## config.mk

```make
export PLATFORM = sky130hd
export DESIGN_NAME = ex_muldiv_ctrl_flat
export DESIGN_NICKNAME = d
export VERILOG_FILES = /design/src/rtl/ex_muldiv_ctrl_if.sv /design/src/rtl/ex_muldiv_ctrl.sv /design/src/flat_wrapper.sv
export SDC_FILE = /design/constraint.sdc
export NUM_CORES = 1
export LEC_CHECK = 0
export ABC_AREA = 1
export CAP_MARGIN = 5
export CORE_MARGIN = 8
export CORE_UTILIZATION = 45
export DETAILED_ROUTE_END_ITERATION = 6
export GPL_ROUTABILITY_DRIVEN = 1
export GPL_TIMING_DRIVEN = 1
export PLACE_DENSITY = 0.72
export SKIP_LAST_GASP = 1
export SYNTH_ARGS = -nofsm -noshare
export SYNTH_HDL_FRONTEND = slang
export SYNTH_SLANG_ARGS = --single-unit
```

## constraint.sdc

```tcl
create_clock -name clk -period 8 [get_ports clk]
set_input_delay 1.6 -clock clk [delete_from_list [all_inputs] [get_ports clk]]
set_output_delay 1.6 -clock clk [all_outputs]
set_load 0.01 [all_outputs]
```

## src/rtl/ex_muldiv_ctrl_if.sv

```systemverilog
// EX-stage to multiply/divide unit bundle: instruction request, flush, HI/LO and pipeline hold.
interface ex_muldiv_ctrl_if;
  logic        valid;
  logic [5:0]  alu_op;
  logic [31:0] op_a;
  logic [31:0] op_b;
  logic        flush;
  logic [31:0] hi;
  logic [31:0] lo;
  logic        stall;
  logic        busy;

  modport master (
    output valid, alu_op, op_a, op_b, flush,
    input  hi, lo, stall, busy
  );

  modport slave (
    input  valid, alu_op, op_a, op_b, flush,
    output hi, lo, stall, busy
  );
endinterface

```

## src/rtl/ex_muldiv_ctrl.sv

```systemverilog
// Iterative MIPS-style multiply/divide unit owning HI/LO, with MTHI/MTLO and pipeline stall.
// Optional macro MULDIV_FAST_MUL_EN: single-cycle 33x33 signed multiply instead of shift-add.
module ex_muldiv_ctrl #(
  parameter int CYCLES = 32
) (
  input  logic             clk,
  input  logic             rst_n,
  ex_muldiv_ctrl_if.slave  bus
);

  localparam logic [5:0] ALU_MTHI  = 6'h11;
  localparam logic [5:0] ALU_MTLO  = 6'h13;
  localparam logic [5:0] ALU_MULT  = 6'h18;
  localparam logic [5:0] ALU_MULTU = 6'h19;
  localparam logic [5:0] ALU_DIV   = 6'h1A;
  localparam logic [5:0] ALU_DIVU  = 6'h1B;

  localparam logic [4:0] LAST_STEP = 5'(CYCLES - 1);

  typedef enum logic [1:0] {
    IDLE = 2'd0,
    MUL  = 2'd1,
    DIV  = 2'd2
  } state_t;

  state_t      state_r;
  logic        busy_r;
  logic [31:0] hi_r;
  logic [31:0] lo_r;
  logic [31:0] opnd_r;      // multiplicand or divisor
  logic [63:0] acc_r;       // {partial product | remainder, multiplier | dividend->quotient}
  logic [4:0]  count_r;
  logic        neg_res_r;
  logic        neg_rem_r;
  logic        div_zero_r;

  logic        is_mul_s;
  logic        is_div_s;
  logic        is_signed_s;
  logic        is_mthi_s;
  logic        is_mtlo_s;
  logic        start_s;
  logic        last_step_s;
  logic [31:0] mag_a_s;
  logic [31:0] mag_b_s;
  logic [31:0] lat_opnd_s;
  logic [31:0] lat_low_s;
  logic [32:0] sum_s;
  logic [32:0] rem_shift_s;
  logic [32:0] diff_s;
  logic [63:0] mul_step_s;
  logic [63:0] div_step_s;
  logic [63:0] prod_fix_s;
  logic [31:0] quot_fix_s;
  logic [31:0] rem_fix_s;

`ifdef MULDIV_FAST_MUL_EN
  logic               signed_r;
  logic signed [32:0] fa_s;
  logic signed [32:0] fb_s;
  logic        [63:0] fast_prod_s;
`endif

  function automatic logic [31:0] neg32(input logic [31:0] x);
    return 32'd0 - x;
  endfunction

  function automatic logic [31:0] mag32(input logic [31:0] x, input logic is_signed);
    return (is_signed && x[31]) ? neg32(x) : x;
  endfunction

  // Opcode decode for the operations this unit owns
  always_comb begin
    is_mul_s    = 1'b0;
    is_div_s    = 1'b0;
    is_signed_s = 1'b0;
    is_mthi_s   = 1'b0;
    is_mtlo_s   = 1'b0;
    case (bus.alu_op)
      ALU_MULT:  begin is_mul_s = 1'b1; is_signed_s = 1'b1; end
      ALU_MULTU: begin is_mul_s = 1'b1; end
      ALU_DIV:   begin is_div_s = 1'b1; is_signed_s = 1'b1; end
      ALU_DIVU:  begin is_div_s = 1'b1; end
      ALU_MTHI:  begin is_mthi_s = 1'b1; end
      ALU_MTLO:  begin is_mtlo_s = 1'b1; end
      default:   begin is_mul_s = 1'b0; end
    endcase
  end

  assign start_s     = bus.valid & ~bus.flush & (state_r == IDLE) & (is_mul_s | is_div_s);
  assign last_step_s = (count_r == LAST_STEP);
  assign mag_a_s     = mag32(bus.op_a, is_signed_s);
  assign mag_b_s     = mag32(bus.op_b, is_signed_s);

  // Operand routing into the shared datapath registers on accept
  always_comb begin
`ifdef MULDIV_FAST_MUL_EN
    if (is_mul_s) begin
      lat_opnd_s = bus.op_a;
      lat_low_s  = bus.op_b;
    end else begin
      lat_opnd_s = mag_b_s;
      lat_low_s  = mag_a_s;
    end
`else
    if (is_mul_s) begin
      lat_opnd_s = mag_a_s;
      lat_low_s  = mag_b_s;
    end else begin
      lat_opnd_s = mag_b_s;
      lat_low_s  = mag_a_s;
    end
`endif
  end

  // One shift-add multiply step and one restoring divide step, plus signed write-back fix-up
  always_comb begin
    sum_s       = {1'b0, acc_r[63:32]} + {1'b0, opnd_r};
    mul_step_s  = acc_r[0] ? {sum_s, acc_r[31:1]} : {1'b0, acc_r[63:1]};
    rem_shift_s = {acc_r[63:32], acc_r[31]};
    diff_s      = rem_shift_s - {1'b0, opnd_r};
    if (diff_s[32]) begin
      div_step_s = {rem_shift_s[31:0], acc_r[30:0], 1'b0};
    end else begin
      div_step_s = {diff_s[31:0], acc_r[30:0], 1'b1};
    end
    prod_fix_s = neg_res_r ? (64'd0 - mul_step_s) : mul_step_s;
    rem_fix_s  = neg_rem_r ? neg32(div_step_s[63:32]) : div_step_s[63:32];
    // Divide-by-zero leaves the dividend in the remainder; quotient is forced to all ones
    if (div_zero_r) begin
      quot_fix_s = 32'hFFFF_FFFF;
    end else begin
      quot_fix_s = neg_res_r ? neg32(div_step_s[31:0]) : div_step_s[31:0];
    end
  end

`ifdef MULDIV_FAST_MUL_EN
  assign fa_s        = {signed_r & opnd_r[31], opnd_r};
  assign fb_s        = {signed_r & acc_r[31], acc_r[31:0]};
  assign fast_prod_s = $signed({{31{fa_s[32]}}, fa_s}) * $signed({{31{fb_s[32]}}, fb_s});
`endif

  // Control FSM, operand/step datapath and architectural HI/LO
  always_ff @(posedge clk or negedge rst_n) begin
    if (!rst_n) begin
      state_r    <= IDLE;
      busy_r     <= 1'b0;
      hi_r       <= 32'd0;
      lo_r       <= 32'd0;
      opnd_r     <= 32'd0;
      acc_r      <= 64'd0;
      count_r    <= 5'd0;
      neg_res_r  <= 1'b0;
      neg_rem_r  <= 1'b0;
      div_zero_r <= 1'b0;
`ifdef MULDIV_FAST_MUL_EN
      signed_r   <= 1'b0;
`endif
    end else if (bus.flush) begin
      state_r <= IDLE;
      busy_r  <= 1'b0;
      count_r <= 5'd0;
    end else begin
      case (state_r)
        IDLE: begin
          if (start_s) begin
            opnd_r     <= lat_opnd_s;
            acc_r      <= {32'd0, lat_low_s};
            count_r    <= 5'd0;
            neg_res_r  <= is_signed_s & (bus.op_a[31] ^ bus.op_b[31]);
            neg_rem_r  <= is_signed_s & bus.op_a[31];
            div_zero_r <= is_div_s & (bus.op_b == 32'd0);
`ifdef MULDIV_FAST_MUL_EN
            signed_r   <= is_signed_s;
`endif
            state_r    <= is_mul_s ? MUL : DIV;
            busy_r     <= 1'b1;
          end else if (bus.valid && is_mthi_s) begin
            hi_r <= bus.op_a;
          end else if (bus.valid && is_mtlo_s) begin
            lo_r <= bus.op_a;
          end else begin
            state_r <= IDLE;
          end
        end
        MUL: begin
`ifdef MULDIV_FAST_MUL_EN
          hi_r    <= fast_prod_s[63:32];
          lo_r    <= fast_prod_s[31:0];
          count_r <= 5'd0;
          state_r <= IDLE;
          busy_r  <= 1'b0;
`else
          acc_r <= mul_step_s;
          if (last_step_s) begin
            hi_r    <= prod_fix_s[63:32];
            lo_r    <= prod_fix_s[31:0];
            count_r <= 5'd0;
            state_r <= IDLE;
            busy_r  <= 1'b0;
          end else begin
            count_r <= count_r + 5'd1;
          end
`endif
        end
        DIV: begin
          acc_r <= div_step_s;
          if (last_step_s) begin
            hi_r    <= rem_fix_s;
            lo_r    <= quot_fix_s;
            count_r <= 5'd0;
            state_r <= IDLE;
            busy_r  <= 1'b0;
          end else begin
            count_r <= count_r + 5'd1;
          end
        end
        default: begin
          state_r <= IDLE;
          busy_r  <= 1'b0;
          count_r <= 5'd0;
        end
      endcase
    end
  end

  assign bus.hi    = hi_r;
  assign bus.lo    = lo_r;
  assign bus.busy  = busy_r;
  assign bus.stall = start_s | busy_r;

endmodule
```

## src/flat_wrapper.sv

```systemverilog
// flat-port wrapper written by rule: the top's interface ports become plain ports
module ex_muldiv_ctrl_flat 
#(
  parameter int CYCLES = 32
)
  (clk, rst_n, bus_valid, bus_alu_op, bus_op_a, bus_op_b, bus_flush, bus_hi, bus_lo, bus_stall, bus_busy);
  ex_muldiv_ctrl_if bus_i ();
  input  logic clk;
  input  logic rst_n;
  input wire logic [$bits(bus_i.valid)-1:0] bus_valid;
  input wire logic [$bits(bus_i.alu_op)-1:0] bus_alu_op;
  input wire logic [$bits(bus_i.op_a)-1:0] bus_op_a;
  input wire logic [$bits(bus_i.op_b)-1:0] bus_op_b;
  input wire logic [$bits(bus_i.flush)-1:0] bus_flush;
  output wire logic [$bits(bus_i.hi)-1:0] bus_hi;
  output wire logic [$bits(bus_i.lo)-1:0] bus_lo;
  output wire logic [$bits(bus_i.stall)-1:0] bus_stall;
  output wire logic [$bits(bus_i.busy)-1:0] bus_busy;
  assign bus_i.valid = bus_valid;
  assign bus_i.alu_op = bus_alu_op;
  assign bus_i.op_a = bus_op_a;
  assign bus_i.op_b = bus_op_b;
  assign bus_i.flush = bus_flush;
  assign bus_hi = bus_i.hi;
  assign bus_lo = bus_i.lo;
  assign bus_stall = bus_i.stall;
  assign bus_busy = bus_i.busy;
  ex_muldiv_ctrl #(.CYCLES(CYCLES)) u_core (.clk(clk), .rst_n(rst_n), .bus(bus_i));
endmodule
```

==> metrics.md <==
| Metric | Value |
|---|---|
| Outcome | `completed` |
| Wire length on met2 | `37.4 mm` |
| Worst VDD drop | `0.000153 V` |
| Yosys warns | `0` |
| Slew headroom | `roughly 20%` |
| Setup WS post-layout | `2.83 ns` |
| CTS resizes | `0` |
| Count leader, synth | `nand2_1` |
| Top cell type's share of synthesized area | `22.2%` |
| Vias in the first global route | `21200` |
| Internal power | `2.40 mW` |
| GP Congestion | `1.04` |
| Seq/Total Area, Yosys | `22.2%` |
| H-Tree Depth | `4` |
| Synthesized flop and latch total | `171` |
| Share of cells above drive strength 1 | `4.48%` |
| WP data arrival | `approximately 3.6 ns` |
| # hold bufs at CTS | `0` |
| Final period util | `64.6%` |
| Power per cell area | `around 230 nW/µm²` |
| Largest area contributor in the netlist | `dfrtp_1` |
| Layout area overhead | `12.1%` |
| Total grt overflow | `0` |
| CTS Root Cell | `clkbuf_16` |
| WL met1 | `33.2 mm` |
| Avg Vias per Cell | `5.85` |
| Via count | `22700` |
| Final setup skew | `0.0206 ns` |
| Clock sink total | `between 150 and 200` |
| Largest net degree at the start of global routing | `85` |
| First-pass GRT wire length | `127 mm` |
| Avg Inst Size Synth | `roughly 5.9 µm²` |
| Yosys cell types | `57` |
| Post-synthesis cell count | `3281` |
| Synth cell count leaders | `nand2_1, inv_1, nor2_1` |
| Port bufs | `139` |
| CTS Buf Count | `17` |
| FP Rows | `75` |
| # DRC | `0` |
| Top post-synthesis cells by area | `dfrtp_1, nand2_1, inv_1` |
| Synth Net Count | `about 3400` |
| Worst-case clock buffer depth | `2` |
| Worst Setup End Kind | `output port` |
| Final max-slew violation count | `0` |
| Die H | `223 µm` |
| Routed wl met3 | `7.56 mm` |
| Type of the tightest min-delay check | `register to register` |
| Drt initial violations | `about 2700` |
| GRT Overall Usage | `33.2%` |
| Hold Fails Final Rpt | `0` |
| Max_cap viols | `0` |
| Routed Wire Length | `~84 mm` |
| TNS Setup | `0 ns` |
| Worst Setup Path Type | `primary input to output port` |
| Sequential Power Share | `about a quarter` |
| Core area | `42100 µm²` |
| Launching element type of the critical path | `primary input` |
| Die area | `49700 µm²` |
| Post-DP HPWL | `67.4 mm` |
| Clock insertion delay at the later pin of the skew report | `0.48 ns` |
| CTS tree | `built` |
| Clk network pwr share | `17.0%` |
| Minimum clock period | `5.17 ns` |
| Postcts setup bufs | `0` |
| Post-synth EDFFs | `0` |
| First-pass DRT Iterations | `6` |
| Setup WS pre-CTS | `2.87 ns` |
| Critical Path RT | `6.40 ns` |
| Uppermost layer routed | `met4` |
| FMAX | `193 MHz` |
| Fin util | `around half` |
| Net Switching | `2.61 mW` |
| Ports | `140` |
| Wirelength per Cell | `21.7 µm` |
| Static Leak | `roughly 10 nW` |
| Clock slew at reported path FFs | `0.07 ns` |
| Ys flop type | `dfrtp_1` |
| Post-route ant nets | `0` |
| Sw Share | `between 50% and 60%` |
| RSZ-0062 raised after global routing | `false` |
| Die W | `223 µm` |
| Layout Nets | `3490` |
| Initial antenna violation count | `0` |
| Worst-Margin Slew | `about 1.2 ns` |
| Mapped cell area | `19300 µm²` |
| Crit-path max FO | `19` |
| Logic pwr share | `57.5%` |
| Final setup viols | `0` |
| Synth async-reset ratio | `between 90% and 100%` |
| Initial Util | `a little under half` |
logic make-up after synthesis:
kind of cell | share of synthesized area (%)
flip-flops | 22.2
AO/OA/AOI/OAI | 19.3
XOR/XNOR | 4.05
adder cells (fa/ha/maj) | 5.15
AND/OR/NAND/NOR | 38.2
buffers and inverters | 11.1
cell type report:
| cell class | instances | area, µm² |
|---|---|---|
| Multi-Input combinational cell | 2555 | 12900 |
| Clock inverter | 13 | 131 |
| Tap cell | 539 | 674 |
| Fill cell | 4539 | 20600 |
| Inverter | 431 | 1620 |
| Timing Repair Buffer | 162 | 1570 |
| Clock buffer | 18 | 439 |
| Sequential cell | 171 | 4280 |
| Antenna cell | 2 | 5.00 |
power groups by stage:
stage	logic (mW)	registers [mW]	clock network, mW
finish	2.88	1.28	0.851
CTS	2.82	1.27	0.851
global placement	2.80	1.28	0
detailed placement	2.81	1.28	0
global route	3.17	1.29	0.881
floorplan	1.85	1.22	0
final timing paths:
path | startpoint | endpoint | slack, ns | depth (start not counted)
setup / recovery | bus_alu_op[3] | bus_stall | 2.83 | 8
hold / removal | u_core.count_r[4] | u_core.count_r[4] | 0.51 | 2
setup reg to reg | u_core.acc_r[31] | u_core.bus.hi[22] | 3.22 | 27
hold reg to reg | u_core.count_r[4] | u_core.count_r[4] | 0.51 | 2
max in group asynchronous | rst_n | u_core.bus.lo[22] | 5.62 | 2
min in group asynchronous | rst_n | u_core.acc_r[60] | 1.08 | 1
worst max-delay path: stages:
cell and delay [ns]:
clkdlybuf4s50_1 0.47, inv_1 0.04, nor2_1 0.22, nand3_1 0.19, nor2_2 0.11, buf_4 0.26, or2_2 0.16, clkdlybuf4s50_1 0.52
registers in the layout (all words and copies together), names as in the netlist:
signal / flops
u_core.neg_rem_r: 1
u_core.acc_r: 64
u_core.bus.lo: 32
u_core.div_zero_r: 1
u_core.state_r: 2
u_core.bus.busy: 1
u_core.neg_res_r: 1
u_core.opnd_r: 32
u_core.bus.hi: 32
u_core.count_r: 5
layout by cell type, fill, tap and decap left out, types with 17 or more instances in the layout:
cell | Yosys | routed
nor3_1 | 54 | 54
nand2_1 | 933 | 933
nand4_1 | 34 | 34
nor2_1 | 399 | 399
xor2_1 | 59 | 59
clkbuf_16 | 0 | 17
o22ai_1 | 44 | 44
ha_1 | 76 | 73
a21oi_1 | 161 | 161
o211ai_1 | 25 | 25
xnor2_1 | 30 | 30
buf_4 | 4 | 23
o21ai_0 | 256 | 256
o221ai_1 | 29 | 29
clkdlybuf4s50_1 | 0 | 138
inv_1 | 418 | 415
nand3b_1 | 19 | 19
dfrtp_1 | 171 | 170
nand3_1 | 229 | 229
a31oi_1 | 46 | 46
nand2_2 | 28 | 28
through the flow:
stage | hold slack (ns) | area (µm²) | cells | power, mW
after CTS | 0.502 | 21600 | 3889 | 4.94
final | 0.512 | 21600 | 3891 | 5.01
after global routing | 0.529 | 21600 | 3889 | 5.33
after detailed placement | 0.485 | 21000 | 3858 | 4.09
after floorplan | 0.459 | 19300 | 3281 | 3.07
after global placement | 0.481 | 21000 | 3858 | 4.09
metal layers:
metal	vias to the layer above	track usage [%]
met5	-	0
met4	0	21.3
met3	272	6.31
met2	1215	52.6
met1	10400	41.1
li1	10800	-
No activity file was read; power rests on OpenSTA's default activity.
